## src/rtl/conv_seq_ctrl.sv

```systemverilog
// Frame sequencer for the 2D-conv MCU: paces column loads, conv run and column drain; drives {eop,sop}, chblk, row address.
// Latency: all outputs registered, one cycle after the causing event. Optional cycle counter: CONV_SEQ_CYCLE_CNT_EN.
// Backpressure: input words accepted on i_in_valid&o_in_ready; output words held stable while i_out_ready is low.
module conv_seq_ctrl #(
    parameter int N    = 2,
    parameter int ROWS = 8,
    parameter int COLS = 8,
    localparam int ADDR_W = (ROWS > 1) ? $clog2(ROWS) : 1
) (
    input  logic              clk,
    input  logic              rst,
    input  logic              i_start,
    input  logic              i_in_valid,
    output logic              o_in_ready,
    input  logic              i_proc_done,
    output logic              o_out_valid,
    input  logic              i_out_ready,
    output logic [ADDR_W-1:0] o_addr,
    output logic              o_sop,
    output logic              o_eop,
    output logic              o_chblk,
    output logic              o_busy,
    output logic              o_done,
    output logic [31:0]       o_cycle_cnt
);
    localparam int LL_W = $clog2(N + 2);
    localparam int OC_W = $clog2(COLS + 1);
    localparam logic [ADDR_W-1:0] ADDR_LAST  = ADDR_W'(ROWS - 1);
    localparam logic [LL_W-1:0]   LOAD_FIRST = LL_W'(N + 1);
    localparam logic [OC_W-1:0]   OUT_COLS   = OC_W'(COLS - N);

    typedef enum logic [3:0] {
        S_IDLE, S_LOAD, S_CHB_L, S_GAP_L, S_PROC, S_OUT, S_CHB_O, S_GAP_O, S_DONE
    } state_t;

    state_t            state_q, state_d;
    logic [ADDR_W-1:0] addr_q, addr_d;
    logic [LL_W-1:0]   load_left_q, load_left_d;
    logic [OC_W-1:0]   out_cnt_q, out_cnt_d;
    logic [1:0]        code_q, code_d;
    logic              in_ready_q, in_ready_d;
    logic              out_valid_q, out_valid_d;
    logic              chblk_q, chblk_d;
    logic              busy_q, busy_d;
    logic              done_q, done_d;
    logic              in_acc, out_acc;

    assign in_acc  = i_in_valid && in_ready_q;
    assign out_acc = out_valid_q && i_out_ready;

    always_comb begin
        state_d     = state_q;
        addr_d      = addr_q;
        load_left_d = load_left_q;
        out_cnt_d   = out_cnt_q;
        case (state_q)
            S_IDLE: if (i_start) begin
                state_d     = S_LOAD;
                load_left_d = LOAD_FIRST;
                out_cnt_d   = '0;
            end
            S_LOAD: if (in_acc) begin
                if (addr_q == ADDR_LAST) begin
                    addr_d      = '0;
                    load_left_d = load_left_q - LL_W'(1);
                    state_d     = S_CHB_L;
                end else begin
                    addr_d = addr_q + ADDR_W'(1);
                end
            end
            // The gap cycle drops chblk so the MCU sees a fresh rising edge on the next pulse.
            S_CHB_L: state_d = S_GAP_L;
            S_GAP_L: state_d = (load_left_q != '0) ? S_LOAD : S_PROC;
            S_PROC: if (i_proc_done) begin
                state_d = S_OUT;
                addr_d  = '0;
            end
            S_OUT: if (out_acc) begin
                if (addr_q == ADDR_LAST) begin
                    addr_d    = '0;
                    out_cnt_d = out_cnt_q + OC_W'(1);
                    state_d   = S_CHB_O;
                end else begin
                    addr_d = addr_q + ADDR_W'(1);
                end
            end
            S_CHB_O: state_d = S_GAP_O;
            S_GAP_O: begin
                if (out_cnt_q == OUT_COLS) begin
                    state_d = S_DONE;
                end else begin
                    state_d     = S_LOAD;
                    load_left_d = LL_W'(1);
                end
            end
            S_DONE:  state_d = S_IDLE;
            default: state_d = S_IDLE;
        endcase
    end

    // Outputs decoded from the next state so they register together with it.
    always_comb begin
        in_ready_d  = (state_d == S_LOAD);
        out_valid_d = (state_d == S_OUT);
        chblk_d     = (state_d == S_CHB_L) || (state_d == S_CHB_O);
        busy_d      = (state_d != S_IDLE);
        done_d      = (state_d == S_DONE);
        case (state_d)
            S_LOAD, S_CHB_L, S_GAP_L: code_d = 2'b00;
            S_PROC:                   code_d = 2'b01;
            S_OUT, S_CHB_O, S_GAP_O:  code_d = 2'b10;
            default:                  code_d = 2'b11;
        endcase
    end

    always_ff @(posedge clk or negedge rst) begin
        if (!rst) begin
            state_q     <= S_IDLE;
            addr_q      <= '0;
            load_left_q <= '0;
            out_cnt_q   <= '0;
            code_q      <= 2'b11;
            in_ready_q  <= 1'b0;
            out_valid_q <= 1'b0;
            chblk_q     <= 1'b0;
            busy_q      <= 1'b0;
            done_q      <= 1'b0;
        end else begin
            state_q     <= state_d;
            addr_q      <= addr_d;
            load_left_q <= load_left_d;
            out_cnt_q   <= out_cnt_d;
            code_q      <= code_d;
            in_ready_q  <= in_ready_d;
            out_valid_q <= out_valid_d;
            chblk_q     <= chblk_d;
            busy_q      <= busy_d;
            done_q      <= done_d;
        end
    end

    assign o_in_ready  = in_ready_q;
    assign o_out_valid = out_valid_q;
    assign o_addr      = addr_q;
    assign o_sop       = code_q[0];
    assign o_eop       = code_q[1];
    assign o_chblk     = chblk_q;
    assign o_busy      = busy_q;
    assign o_done      = done_q;

`ifdef CONV_SEQ_CYCLE_CNT_EN
    logic [31:0] cyc_q, cyc_d;

    // Counts every non-IDLE cycle including DONE, so it holds once back in IDLE.
    always_comb begin
        cyc_d = cyc_q;
        if (state_q == S_IDLE) begin
            if (i_start) cyc_d = '0;
        end else if (cyc_q != 32'hFFFF_FFFF) begin
            cyc_d = cyc_q + 32'd1;
        end
    end

    always_ff @(posedge clk or negedge rst) begin
        if (!rst) cyc_q <= '0;
        else      cyc_q <= cyc_d;
    end

    assign o_cycle_cnt = cyc_q;
`else
    assign o_cycle_cnt = '0;
`endif

endmodule

```

## config.mk

```make
export PLATFORM = sky130hd
export DESIGN_NAME = conv_seq_ctrl
export DESIGN_NICKNAME = d
export VERILOG_FILES = /design/src/rtl/conv_seq_ctrl.sv
export SDC_FILE = /design/constraint.sdc
export NUM_CORES = 1
export LEC_CHECK = 0
export BUFFER_PORTS_ARGS = -buffer_cell sky130_fd_sc_hd__buf_4
export CELL_PAD_IN_SITES_DETAIL_PLACEMENT = 1
export CELL_PAD_IN_SITES_GLOBAL_PLACEMENT = 1
export CORE_ASPECT_RATIO = 1.1
export CORE_MARGIN = 3
export CORE_UTILIZATION = 37
export DETAILED_ROUTE_END_ITERATION = 8
export GPL_TIMING_DRIVEN = 0
export MAX_ROUTING_LAYER = met4
export PLACE_DENSITY = 0.76
export SYNTH_ARGS = -nofsm -noshare
export SYNTH_HDL_FRONTEND = slang
export SYNTH_SLANG_ARGS = --single-unit
```

## constraint.sdc

```tcl
create_clock -name clk -period 2.26 [get_ports clk]
set_input_delay 0 -clock clk [delete_from_list [all_inputs] [get_ports clk]]
set_output_delay 0 -clock clk [all_outputs]
set_load 0.01 [all_outputs]
```

# Yosys cells after proc, flatten, opt, wreduce, memory -nomap -nowiden
# Index checks and enable logic that the tools add are counted.
dict set report word_totals {
  reg_bits 20
}
dict set report classes {
  n_addsub 3
  muxes 24
  n_eq_ne 24
  n_reduce_logical 14
}
# op n
set ops {}
lappend ops {{two-way mux 4 bit} 10}
lappend ops {{equality test 4 x 3 -> 1 bit (second input constant)} 9}
lappend ops {{case mux 4 bit (8 select lines)} 1}
lappend ops {{equality test 4 x 2 -> 1 bit (second input constant)} 4}
lappend ops {{two-way mux 3 bit} 5}
lappend ops {{!= test 2 bit (second input constant)} 7}
lappend ops {{case mux 2 bit (3 select lines)} 2}
lappend ops {{case mux 3 bit (3 select lines)} 1}
lappend ops {{equality test 4 x 1 -> 1 bit (second input constant)} 2}
lappend ops {{two-way mux 2 bit} 4}
lappend ops {{case mux 4 bit (2 select lines)} 1}
lappend ops {{AND reduction 4 bit} 2}
lappend ops {{nonzero test 3 bit} 2}
lappend ops {{OR reduction 3 bit} 2}
lappend ops {{AND reduction 5 bit} 1}
lappend ops {{adder 4 x 1 -> 4 bit (second input constant)} 1}
lappend ops {{equality test 4 bit (second input constant)} 1}
lappend ops {{zero test 4 bit} 1}
lappend ops {{nonzero test 2 bit} 2}
lappend ops {{nonzero test 4 bit} 1}
lappend ops {{adder 3 x 1 -> 3 bit (second input constant)} 1}
lappend ops {{equality test 3 bit (second input constant)} 1}
lappend ops {{logical AND 1 bit} 2}
lappend ops {{subtractor 2 x 1 -> 2 bit (second input constant)} 1}
lappend ops {{logical OR 1 bit} 1}

# Logic depth before layout (Yosys ltp)
# Gate-level depths: netlist (run 1).
dict set report depth {
  depth_word 7
  ltp_mapped 7
}

# Worst setup path before layout (run 1)
# No wires, ideal clock.
dict set report synth_timing {
  kind {register to register}
  start {register addr_q[0] (netlist: o_addr[0])}
  end {register busy_q (netlist: o_busy)}
  required_time_ns 2.139
  arrival_time_ns 1.568
  setup_ns 0.121
  path_slack_ns 0.571
  synth_period_minus_slack_ns 1.689
  stages_incl_launch_ff 8
  path_cell_list {dfrtp_1 ha_1 ha_1 nand3_1 a22oi_1 and4_1 a21oi_2 nand2b_1}
}
dict set report synth_between {
  elab_chain_len 5
  elab_cells_between_ends 7
}
# item line_no
set synth_rtl {}
lappend synth_rtl {{from (decl)} 37} ;# logic [ADDR_W-1:0] addr_q, addr_d;
lappend synth_rtl {{from (signal assigned)} 130} ;# addr_q <= addr_d;
lappend synth_rtl {{equality test 3 bit *} {63, 79}}
lappend synth_rtl {{two-way mux 4 bit (on tied branches)} {79, 63}}
lappend synth_rtl {{two-way mux 4 bit (on tied branches)} {78, 62}}
lappend synth_rtl {{case mux 4 bit (8 select lines) *} 56} ;# case (state_q)
lappend synth_rtl {{nonzero test 4 bit *} 106} ;# busy_d = (state_d != S_IDLE);
lappend synth_rtl {{via busy_d} 44} ;# logic busy_q, busy_d;
lappend synth_rtl {{to (signal assigned)} 137} ;# busy_q <= busy_d;
lappend synth_rtl {{to (decl)} 44}
# Mark *: on every way through the listed nets, which the timed path passes. The rest lies on a longest branch.
# A chain may end at the register's enable or synchronous reset.

# Worst setup path in the final report (run 1)
# Same ends and word-level chain as after synthesis.

==> run summary, run 1 <==
largest net degree at the start of global routing: 21
Routed Antenna Nets: 0
All-Layer GR Usage: 15.0%
Slew Limit Fails: 0
MaxCap Viol Count: 0
Die Area: 0.00450 mm2
EDFF count, synth: 0
site row count: 22
Hold Path End: o_out_valid$_DFF_PN0_
Detail Placement HPWL: 2420 um
Avg WL per Cell: 12.8 um
layout cells sized above 1: 36.2%
average size of a mapped cell: 10.1 um2
first-pass GRT wire length: 5150 um
highest clock rate: 518 MHz
die width: 64.2 um
drt first pass iters: 4
final core utilization: 49.7%
Remaining DRCs: 0
GPL Wtd Cong: 0.792
Crit Path Max Fanout: 6
final cycle utilization of the critical path: 85.5%
Clk pin slew, worst setup/hold paths: 0.11 ns
initial antenna violation count: 0
Hold Violations, Final: 0
Buffers on Ports: 15
wl on met1: 1290 um
Worst EP arrival: 2.13 ns
min-delay worst type: primary input to flop
met3 routed WL: 138 um
sequential share of the synthesized area: 36.4%
synth warn: 0
first-iteration detailed-routing DRC count: 60
FF-to-FF path depth: 7
TritonCTS clock tree: yes
die height: 70.1 um
CTS buffer count: 3
Setup CP Type: flop to flop
Post-Synthesis Cells: 136
DR top layer: met4
number of synthesized register bits: 20
ys async rst share: 100%
CTS Root Cell: clkbuf_4
Clk Latency, worst-skew pair: 0.30 ns
status: completed
Required @ worst endpoint: 2.46 ns
worst-case clock buffer depth: 2
Core Area: 0.00347 mm2
top post-synthesis cells by area: dfrtp_1, buf_4, ha_1, dfstp_2, a21oi_1
Top FF cell, synth: dfrtp_1
H-tree level count: 1
final setup violation count: 0
CP startpoint kind: flop
Layout Cells excl Fill: 236
Hold Crit Start: i_proc_done
Power per Cell Area: 804 mW/mm2
dominant cell type by area after synthesis: dfrtp_1
io pins: 48
Post-CTS Resized: 0
Fillers: 426
metal2 WL: 1530 um
top-count cell post-synth: buf_4
RSZ-0062 raised after global routing: no
vias in the first global route: 1106
top post-synthesis cells by count: buf_4, dfrtp_1, nand2_1
Final nets: 200
Yosys top cell area share: 32.6%
clock skew: 0.00157 ns
via count: 1059
CTS Sinks: 20
element type at the critical path end: flop
fin crit period: 1.93 ns
FF-to-FF Start: o_addr[0]$_DFFE_PN0P_
VDD IR max: 0.204 mV
synth unique cells: 43
R2R setup slack: 0.33 ns
grt total ovfl: 0
Hold Path Cell Cnt: 3
P&R area growth vs syn: 25.0%
leakage power: 0.000897 uW
Ant. Diodes: 0
setup TNS: 0 ns
WL final: 3030 um
Post-Synthesis Cell Area: 0.00138 mm2
routed vias/inst: 4.49
FF-to-FF End: o_busy$_DFF_PN0_
Initial Utilization: 39.8%
Cell Count Post-Placement: 230
==> cells by family (layout without fill, tap and decap cells) <==
group | Yosys count | count (layout) | share of synthesized area (%)
XOR/XNOR | 2 | 2 | 1.27
flip-flops | 20 | 20 | 36.4
buffers and inverters | 40 | 61 | 21.2
AND/OR/NAND/NOR | 43 | 43 | 21.9
multiplexers | 2 | 2 | 1.45
adder cells (fa/ha/maj) | 5 | 5 | 4.53
other | 1 | 32 | 0.272
AO/OA/AOI/OAI | 23 | 23 | 13.0
==> critical path, cell delays in order, from the launching register on <==
cell and delay [ns]:
dfrtp_1 0.41, ha_1 0.17, ha_1 0.30, nand3_1 0.21
a22oi_1 0.21, and4_1 0.31, a21oi_2 0.08, nand2b_1 0.14
==> layout make-up <==
type / instances / area, um2 / share of cell area, %
sequential: 20 / 503 / 29.2
multi-input combinational: 107 / 701 / 40.6
buffer: 36 / 278 / 16.1
tap: 48 / 60.1 / 3.48
clock buffer: 4 / 36.3 / 2.10
inverter: 4 / 15.0 / 0.870
timing repair buffer: 17 / 133 / 7.69
==> cells in the final DEF, fill, tap and decap left out, drive strengths merged, types with 2 or more instances in the layout <==
master,n
a21oi,9
a22o,3
a22oi,2
and4b,3
buf,51
clkbuf,4
conb,32
dfrtp,18
dfstp,2
dlygate4sd3,2
ha,5
inv,4
mux2i,2
nand2,8
nand3,4
nor2,8
nor3,3
nor4b,3
o21ai,4
o41ai,2
xnor2,2
==> flip-flops by register name, summed over array words and instances, names as in the netlist <==
name / count
out_cnt_q: 4
state_q: 4
o_addr: 3
code_q: 2
load_left_q: 2
o_busy: 1
o_chblk: 1
o_done: 1
o_in_ready: 1
o_out_valid: 1
==> worst max-delay path by stage <==
stage / from / endpoint / slack [ns] / cells past startpoint
detailed placement: o_addr[0]$_DFFE_PN0P_ / o_busy$_DFF_PN0_ / 0.35 / 7
global placement: o_addr[0]$_DFFE_PN0P_ / o_busy$_DFF_PN0_ / 0.38 / 7
global route: o_addr[0]$_DFFE_PN0P_ / code_q[1]$_DFF_PN1_ / 0.15 / 7
CTS: o_addr[0]$_DFFE_PN0P_ / o_busy$_DFF_PN0_ / 0.32 / 7
floorplan: o_addr[0]$_DFFE_PN0P_ / o_busy$_DFF_PN0_ / 0.57 / 7
finish: o_addr[0]$_DFFE_PN0P_ / o_busy$_DFF_PN0_ / 0.33 / 7
==> power breakdown <==
part           internal, uW  switching (uW)  leakage (uW)
combinational           322             340      0.000627
sequential              454            66.8      0.000249
clock                  98.4             108     0.0000210
total                   874             514      0.000897
==> metal layers <==
| metal | vias up | GRT usage, % |
|---|---|---|
| li1 | 519 | - |
| met5 | - | - |
| met4 | 0 | 7.04 |
| met3 | 6 | 1.77 |
| met2 | 38 | 25.9 |
| met1 | 496 | 17.0 |
==> stage by stage <==
step / power [uW] / hold slack, ns / worst slack (ns) / area, um2
floorplan: 987 / -0.296 / 0.571 / 1500
global placement: 1150 / -0.109 / 0.379 / 1670
detailed placement: 1180 / -0.104 / 0.352 / 1670
CTS: 1400 / 0.0181 / 0.324 / 1730
global route: 1500 / 0.0579 / 0.146 / 1730
finish: 1390 / 0.0378 / 0.328 / 1730
==> repair_timing <==
| action | 4_1_cts | 5_1_grt |
|---|---|---|
| hold buffers | 2 | 0 |
| endpoints found under the hold margin | 22 | 0 |
| setup endpoints to repair | 0 | 0 |
| buffers inserted | 0 | 0 |
(Power assumes the default switching activity.)
==> run 2, diff against run 1 <==
Settings changed: CORE_UTILIZATION 37 to 33, PLACE_DENSITY 0.76 to 0.71.
Clock period 2.26 ns to 1.55 ns, I/O delays scaled along.
==> run summary, run 2 (synthesis results as in run 1) <==
min-delay worst type: primary input to flop (unchanged)
layout cells sized above 1: 51.4% (was 36.2%)
first-pass GRT wire length: 5800 um (was 5150 um)
fin crit period: 1.74 ns (was 1.93 ns)
site row count: 24 (was 22)
largest net degree at the start of global routing: 21 (unchanged)
Die Area: 0.00500 mm2 (was 0.00450 mm2)
worst-case clock buffer depth: 2 (unchanged)
Routed Antenna Nets: 0 (unchanged)
P&R area growth vs syn: 51.3% (was 25.0%)
Layout Cells excl Fill: 264 (was 236)
GPL Wtd Cong: 0.779 (was 0.792)
highest clock rate: 575 MHz (was 518 MHz)
grt total ovfl: 0 (unchanged)
P_int: 1730 uW (was 874 uW)
Power per Cell Area: 1270 mW/mm2 (was 804 mW/mm2)
Setup CP Type: flop to flop (unchanged)
Initial Utilization: 34.6% (was 39.8%)
Worst EP arrival: 1.92 ns (was 2.13 ns)
CTS buffer count: 3 (unchanged)
Clk pwr share: 19.9% (was 14.8%)
Avg WL per Cell: 14.9 um (was 12.8 um)
Final nets: 224 (was 200)
routed vias/inst: 4.61 (was 4.49)
Cell Count Post-Placement: 234 (was 230)
Placement Cell Area: 0.00171 mm2 (was 0.00167 mm2)
element type at the critical path end: flop (unchanged)
Clk pin slew, worst setup/hold paths: 0.08 ns (was 0.11 ns)
combinational share of power: 51.2% (was 47.6%)
Buffers on Ports: 15 (unchanged)
vias in the first global route: 1196 (was 1106)
commonest cells after routing, fill and taps aside: buf_4, conb_1, dfrtp_1, nand2_1, a21oi_1 (was buf_4, conb_1, dfrtp_1, nand2_1)
H-tree level count: 1 (unchanged)
Ant. Diodes: 0 (unchanged)
die width: 67.7 um (was 64.2 um)
final setup violation count: 16 (was 0)
Psw: 914 uW (was 514 uW)
first-iteration detailed-routing DRC count: 35 (was 60)
clock skew: 0.00662 ns (was 0.00157 ns)
Detail Placement HPWL: 2490 um (was 2420 um)
failing checks: setup timing
leakage power: 0.00105 uW (was 0.000897 uW)
Hold Violations, Final: 0 (unchanged)
CTS Sinks: 20 (unchanged)
RSZ-0062 raised after global routing: yes (was no)
sw frac: 34.6% (was 37.0%)
Required @ worst endpoint: 1.73 ns (was 2.46 ns)
All-Layer GR Usage: 16.0% (was 15.0%)
Flop pwr share: 28.9% (was 37.5%)
Slew Limit Fails: 0 (unchanged)
CP startpoint kind: flop (unchanged)
VDD IR max: 0.519 mV (was 0.204 mV)
status: finished with violations (was completed)
WL final: 3930 um (was 3030 um)
commonest non-fill, non-tap cell in the layout: buf_4 (unchanged)
io pins: 48 (unchanged)
final cycle utilization of the critical path: 112% (was 85.5%)
Final Cell Area: 0.00209 mm2 (was 0.00173 mm2)
Clk Latency, worst-skew pair: 0.26 ns (was 0.30 ns)
die height: 73.8 um (was 70.1 um)
Remaining DRCs: 0 (unchanged)
CTS Root Cell: clkbuf_8 (was clkbuf_4)
via count: 1216 (was 1059)
TritonCTS clock tree: yes (unchanged)
MaxCap Viol Count: 0 (unchanged)
Crit Path Max Fanout: 5 (was 6)
Core Area: 0.00399 mm2 (was 0.00347 mm2)
initial antenna violation count: 0 (unchanged)
drt first pass iters: 4 (unchanged)
setup ws final: -0.188 ns (was 0.328 ns)
-- run 2: final timing paths --
check	endpoint	startpoint	cells after the start	slack, ns
hold reg to reg	load_left_q[0]$_DFFE_PN0P_	load_left_q[0]$_DFFE_PN0P_	2	0.51
setup / recovery	code_q[1]$_DFF_PN1_	state_q[3]$_DFF_PN0_	6	-0.19
min in group asynchronous	o_done$_DFF_PN0_	rst	2	0.15
setup reg to reg	code_q[1]$_DFF_PN1_	state_q[3]$_DFF_PN0_	6	-0.19
max in group asynchronous	code_q[1]$_DFF_PN1_	rst	2	1.12
hold / removal	load_left_q[0]$_DFFE_PN0P_	i_in_valid	4	0.13
-- run 2: per-layer routing --
metal	wire [um]	track usage (%)	vias to the layer above
met5	0	-	-
li1	-	-	571
met1	1520	17.5	598
met2	2120	28.5	37
met3	180	2.60	10
met4	104	5.86	0
-- run 2: power by group through the flow --
stage | clock network, uW | registers, uW | logic (uW)
floorplan | 0 | 797 | 676
global placement | 0 | 768 | 952
detailed placement | 0 | 782 | 995
CTS | 535 | 761 | 1250
global route | 564 | 779 | 1480
finish | 526 | 762 | 1350
-- run 2: cell type report --
class / instances / area [um2]
Buffer: 36 / 289
Inverter: 4 / 15.0
Tap cell: 52 / 65.1
Timing Repair Buffer: 41 / 333
Clock inverter: 1 / 30.0
Fill cell: 470 / 1910
Clock buffer: 3 / 41.3
Multi-Input combinational cell: 107 / 811
Sequential cell: 20 / 504
-- run 2: repair_timing --
| item | CTS | global route |
|---|---|---|
| endpoints found under the setup margin | 12 | 17 |
| pin swaps | 12 | 14 |
| hold buffers | 2 | 0 |
| endpoints found under the hold margin | 22 | 0 |
| resized for setup | 13 | 11 |
| buffers inserted | 15 | 10 |
-- run 2: critical path, stage by stage (launching register included) --
cell and delay (ns):
dfrtp_2 0.47, buf_6 0.13, or4b_4 0.50, o22ai_4 0.15, a21oi_4 0.11, nand2_2 0.08, mux2i_1 0.21
-- run 2: per-stage QoR --
stage	setup slack [ns]	hold WS, ns	setup TNS, ns	total power [uW]	util [%]
after CTS	-0.0589	0.116	-0.279	2550	49.4
after detailed placement	-0.183	-0.103	-1.31	1780	42.7
after global routing	-0.248	0.149	-2.68	2830	52.3
after floorplan	-0.00938	-0.296	-0.00938	1470	-
after global placement	-0.142	-0.107	-0.800	1720	42.7
final	-0.188	0.128	-1.44	2640	52.3
==> run 3, diff against run 2 <==
Settings changed: ABC_AREA set to 1, CORE_UTILIZATION 33 to 35, PLACE_DENSITY 0.71 to 0.77.
Clock period 1.55 ns to 1.8 ns, I/O delays scaled along.
==> run summary, run 3 <==
Slowest-stage cell, CP: dfrtp_1 (was or4b_4)
Worst EP arrival: 1.89 ns (was 1.92 ns)
Required @ worst endpoint: 2.02 ns (was 1.73 ns)
crit-path cells: ha_1 -> ha_2 -> nand3_1 -> inv_1 -> nand3_1 -> nand2_1 -> nor2_2 -> inv_1 -> nor2_2 -> nand2_1 (was buf_6 -> or4b_4 -> o22ai_4 -> a21oi_4 -> nand2_2 -> mux2i_1)
ys async rst share: 100% (unchanged)
first-iteration detailed-routing DRC count: 36 (was 35)
via count: 1160 (was 1216)
top post-synthesis cells by area: dfrtp_1, buf_4, nand2_1, nand3_1, inv_1 (was dfrtp_1, buf_4, ha_1, dfstp_2, a21oi_1)
element type at the critical path end: flop (unchanged)
TritonCTS clock tree: yes (unchanged)
die width: 64.9 um (was 67.7 um)
Setup CP Type: flop to flop (unchanged)
CP max stage delay: 0.43 ns (was 0.50 ns)
final core utilization: 48.5% (was 52.3%)
critical path startpoint: o_addr[0]$_DFFE_PN0P_ (was state_q[3]$_DFF_PN0_)
GPL Wtd Cong: 0.855 (was 0.779)
largest family of logic cells by synthesized area: simple AND/OR/NAND/NOR gates (unchanged)
vias in the first global route: 1224 (was 1196)
Initial Utilization: 38.2% (was 34.6%)
dominant cell type by area after synthesis: dfrtp_1 (unchanged)
average size of a mapped cell: 7.72 um2 (was 10.1 um2)
top post-synthesis cells by count: nand2_1, buf_4, dfrtp_1 (was buf_4, dfrtp_1, nand2_1)
Synth Area in Adders: 4.69% (was 4.53%)
Post-Synthesis Cells: 173 (was 136)
routed vias/inst: 4.25 (was 4.61)
CP startpoint kind: flop (unchanged)
Crit Path Max Fanout: 4 (was 5)
MaxCap Viol Count: 0 (unchanged)
Power per Cell Area: 1160 mW/mm2 (was 1270 mW/mm2)
CTS Root Cell: clkbuf_4 (was clkbuf_8)
min-delay worst type: primary input to flop (unchanged)
Buffers on Ports: 15 (unchanged)
grt total ovfl: 0 (unchanged)
fin crit period: 1.67 ns (was 1.74 ns)
highest clock rate: 598 MHz (was 575 MHz)
Cell Count Post-Placement: 267 (was 234)
Hold Violations, Final: 0 (unchanged)
Routed Antenna Nets: 0 (unchanged)
Clk Latency, worst-skew pair: 0.31 ns (was 0.26 ns)
R2R setup slack: 0.13 ns (was -0.19 ns)
Layout Cells excl Fill: 273 (was 264)
CTS buffer count: 3 (unchanged)
Yosys top cell area share: 33.7% (was 32.6%)
CP Capture Point: o_busy$_DFF_PN0_ (was code_q[1]$_DFF_PN1_)
Core Area: 0.00350 mm2 (was 0.00399 mm2)
Ant. Diodes: 0 (unchanged)
setup TNS: 0 ns (was -1.44 ns)
status: completed (was finished with violations)
FF-to-FF Start: o_addr[0]$_DFFE_PN0P_ (was state_q[3]$_DFF_PN0_)
site row count: 22 (was 24)
commonest cells after routing, fill and taps aside: buf_4, nand2_1, conb_1, dfrtp_1, inv_1 (was buf_4, conb_1, dfrtp_1, nand2_1, a21oi_1)
top-count cell post-synth: nand2_1 (was buf_4)
compound-gate portion of the synthesized area: 5.25% (was 13.0%)
synth warn: 0 (unchanged)
Setup WS pre-CTS: 0.0982 ns (was -0.183 ns)
RSZ-0062 raised after global routing: no (was yes)
final setup violation count: 0 (was 16)
Simple-Gate Fraction of Synth Area: 27.6% (was 21.8%)
initial antenna violation count: 0 (unchanged)
Final nets: 237 (was 224)
Remaining DRCs: 0 (unchanged)
EDFF count, synth: 0 (unchanged)
layout cells sized above 1: 31.1% (was 51.4%)
VDD IR max: 0.419 mV (was 0.519 mV)
worst-case clock buffer depth: 2 (unchanged)
first-pass GRT wire length: 5290 um (was 5800 um)
FF-to-FF End: o_busy$_DFF_PN0_ (was code_q[1]$_DFF_PN1_)
leakage power: 0.000993 uW (was 0.00105 uW)
Post-Synthesis Cell Area: 0.00134 mm2 (was 0.00138 mm2)
FF-to-FF path depth: 10 (was 6)
H-tree level count: 1 (unchanged)
All-Layer GR Usage: 15.1% (was 16.0%)
Die Area: 0.00459 mm2 (was 0.00500 mm2)
Slew Limit Fails: 0 (unchanged)
Clk pin slew, worst setup/hold paths: 0.12 ns (was 0.08 ns)
Avg WL per Cell: 12.2 um (was 14.9 um)
synth unique cells: 21 (was 43)
largest net degree at the start of global routing: 21 (unchanged)
WHS: 0.0550 ns (was 0.128 ns)
sequential share of the synthesized area: 37.7% (was 36.4%)
Top FF cell, synth: dfrtp_1 (unchanged)
P&R area growth vs syn: 27.1% (was 51.3%)
setup ws final: 0.129 ns (was -0.188 ns)
clock skew: 0.00717 ns (was 0.00662 ns)
commonest non-fill, non-tap cell in the layout: buf_4 (unchanged)
drt first pass iters: 5 (was 4)
Post-Synth XOR/XNOR Area: 1.31% (was 1.27%)
WL final: 3320 um (was 3930 um)
mux cell area share after synthesis: 0% (was 1.45%)
final cycle utilization of the critical path: 92.8% (was 112%)
CTS Sinks: 20 (unchanged)
die height: 70.8 um (was 73.8 um)
Detail Placement HPWL: 2640 um (was 2490 um)
number of synthesized register bits: 20 (unchanged)
io pins: 48 (unchanged)
## run 3: cell count changes in the layout (fill, tap and decap cells not counted), moves of 3 or more
| cell | before | now |
|---|---|---|
| a21oi_1 | 6 | 2 |
| a22o_1 | 3 | 0 |
| buf_4 | 68 | 48 |
| buf_6 | 5 | 0 |
| clkbuf_4 | 0 | 3 |
| clkbuf_8 | 3 | 0 |
| inv_1 | 4 | 17 |
| nand2_1 | 7 | 44 |
| nand2_2 | 1 | 4 |
| nand3_1 | 2 | 13 |
| nor2_1 | 5 | 12 |
| nor2_2 | 2 | 7 |
| o21ai_0 | 1 | 4 |
## run 3: worst max-delay path, delay by kind of cell, from the launching register on
kind	cells	cell delay, ns
adders and majority gates	2	0.43
buffers and inverters	2	0.13
DFF	1	0.43
and+or+nand+nor	6	0.61
## run 3: worst min path at each step
stage | to | slack [ns] | from | depth (start not counted)
2_1_floorplan | load_left_q[0]$_DFFE_PN0P_ | -0.30 | rst | 0
3_3_place_gp | out_cnt_q[2]$_DFFE_PN0P_ | -0.11 | rst | 1
3_5_place_dp | out_cnt_q[2]$_DFFE_PN0P_ | -0.11 | rst | 1
4_1_cts | o_out_valid$_DFF_PN0_ | 0.05 | i_proc_done | 3
5_1_grt | o_out_valid$_DFF_PN0_ | 0.05 | i_proc_done | 3
6_report | o_out_valid$_DFF_PN0_ | 0.05 | i_out_ready | 4
## run 3: power breakdown
group          internal (uW)  total, uW  switching, uW
Clock                    225        376            151
Sequential               584        678           93.1
Combinational            368        918            550
Total                   1180       1970            794
## run 3: area by class of cell
cell class / instances / area (um2)
plain buffers: 32 / 240
clock buffers: 3 / 22.5
fillers: 472 / 1800
multi-input cells: 134 / 642
well taps: 48 / 60.1
flip-flops and latches: 20 / 503
repair buffers: 17 / 130
inverters: 18 / 68.8
clock inverters: 1 / 30.0
## run 3: timing repair
action | CTS | global route
setup endpoints to repair | 0 | 1
resized for setup | 0 | 1
hold buffers | 1 | 0
hold endpoints to repair | 20 | 0
setup buffers | 0 | 1
## run 3: per-layer routing
layer	GRT usage [%]	part of all wire [%]	vias to the layer above
li1	-	-	577
met1	15.7	40	539
met2	28.2	53	40
met3	1.90	4.4	4
met4	6.34	2.0	0
met5	-	0	-
## run 3: through the flow
| step | instance area [um2] | power [uW] |
|---|---|---|
| global route | 1700 | 2130 |
| global placement | 1620 | 1520 |
| CTS | 1690 | 1960 |
| detailed placement | 1620 | 1570 |
| finish | 1700 | 1970 |
| floorplan | 1450 | 1280 |
## run 3: kinds of logic (layout without fill, tap and decap cells)
family,count (synthesis),count (layout)
DFF,20,20
buffers and inverters,50,71
and+or+nand+nor,83,83
other,1,32
xor gates and xnor gates,2,2
AOI/OAI and AO/OA,12,12
adders and majority gates,5,5
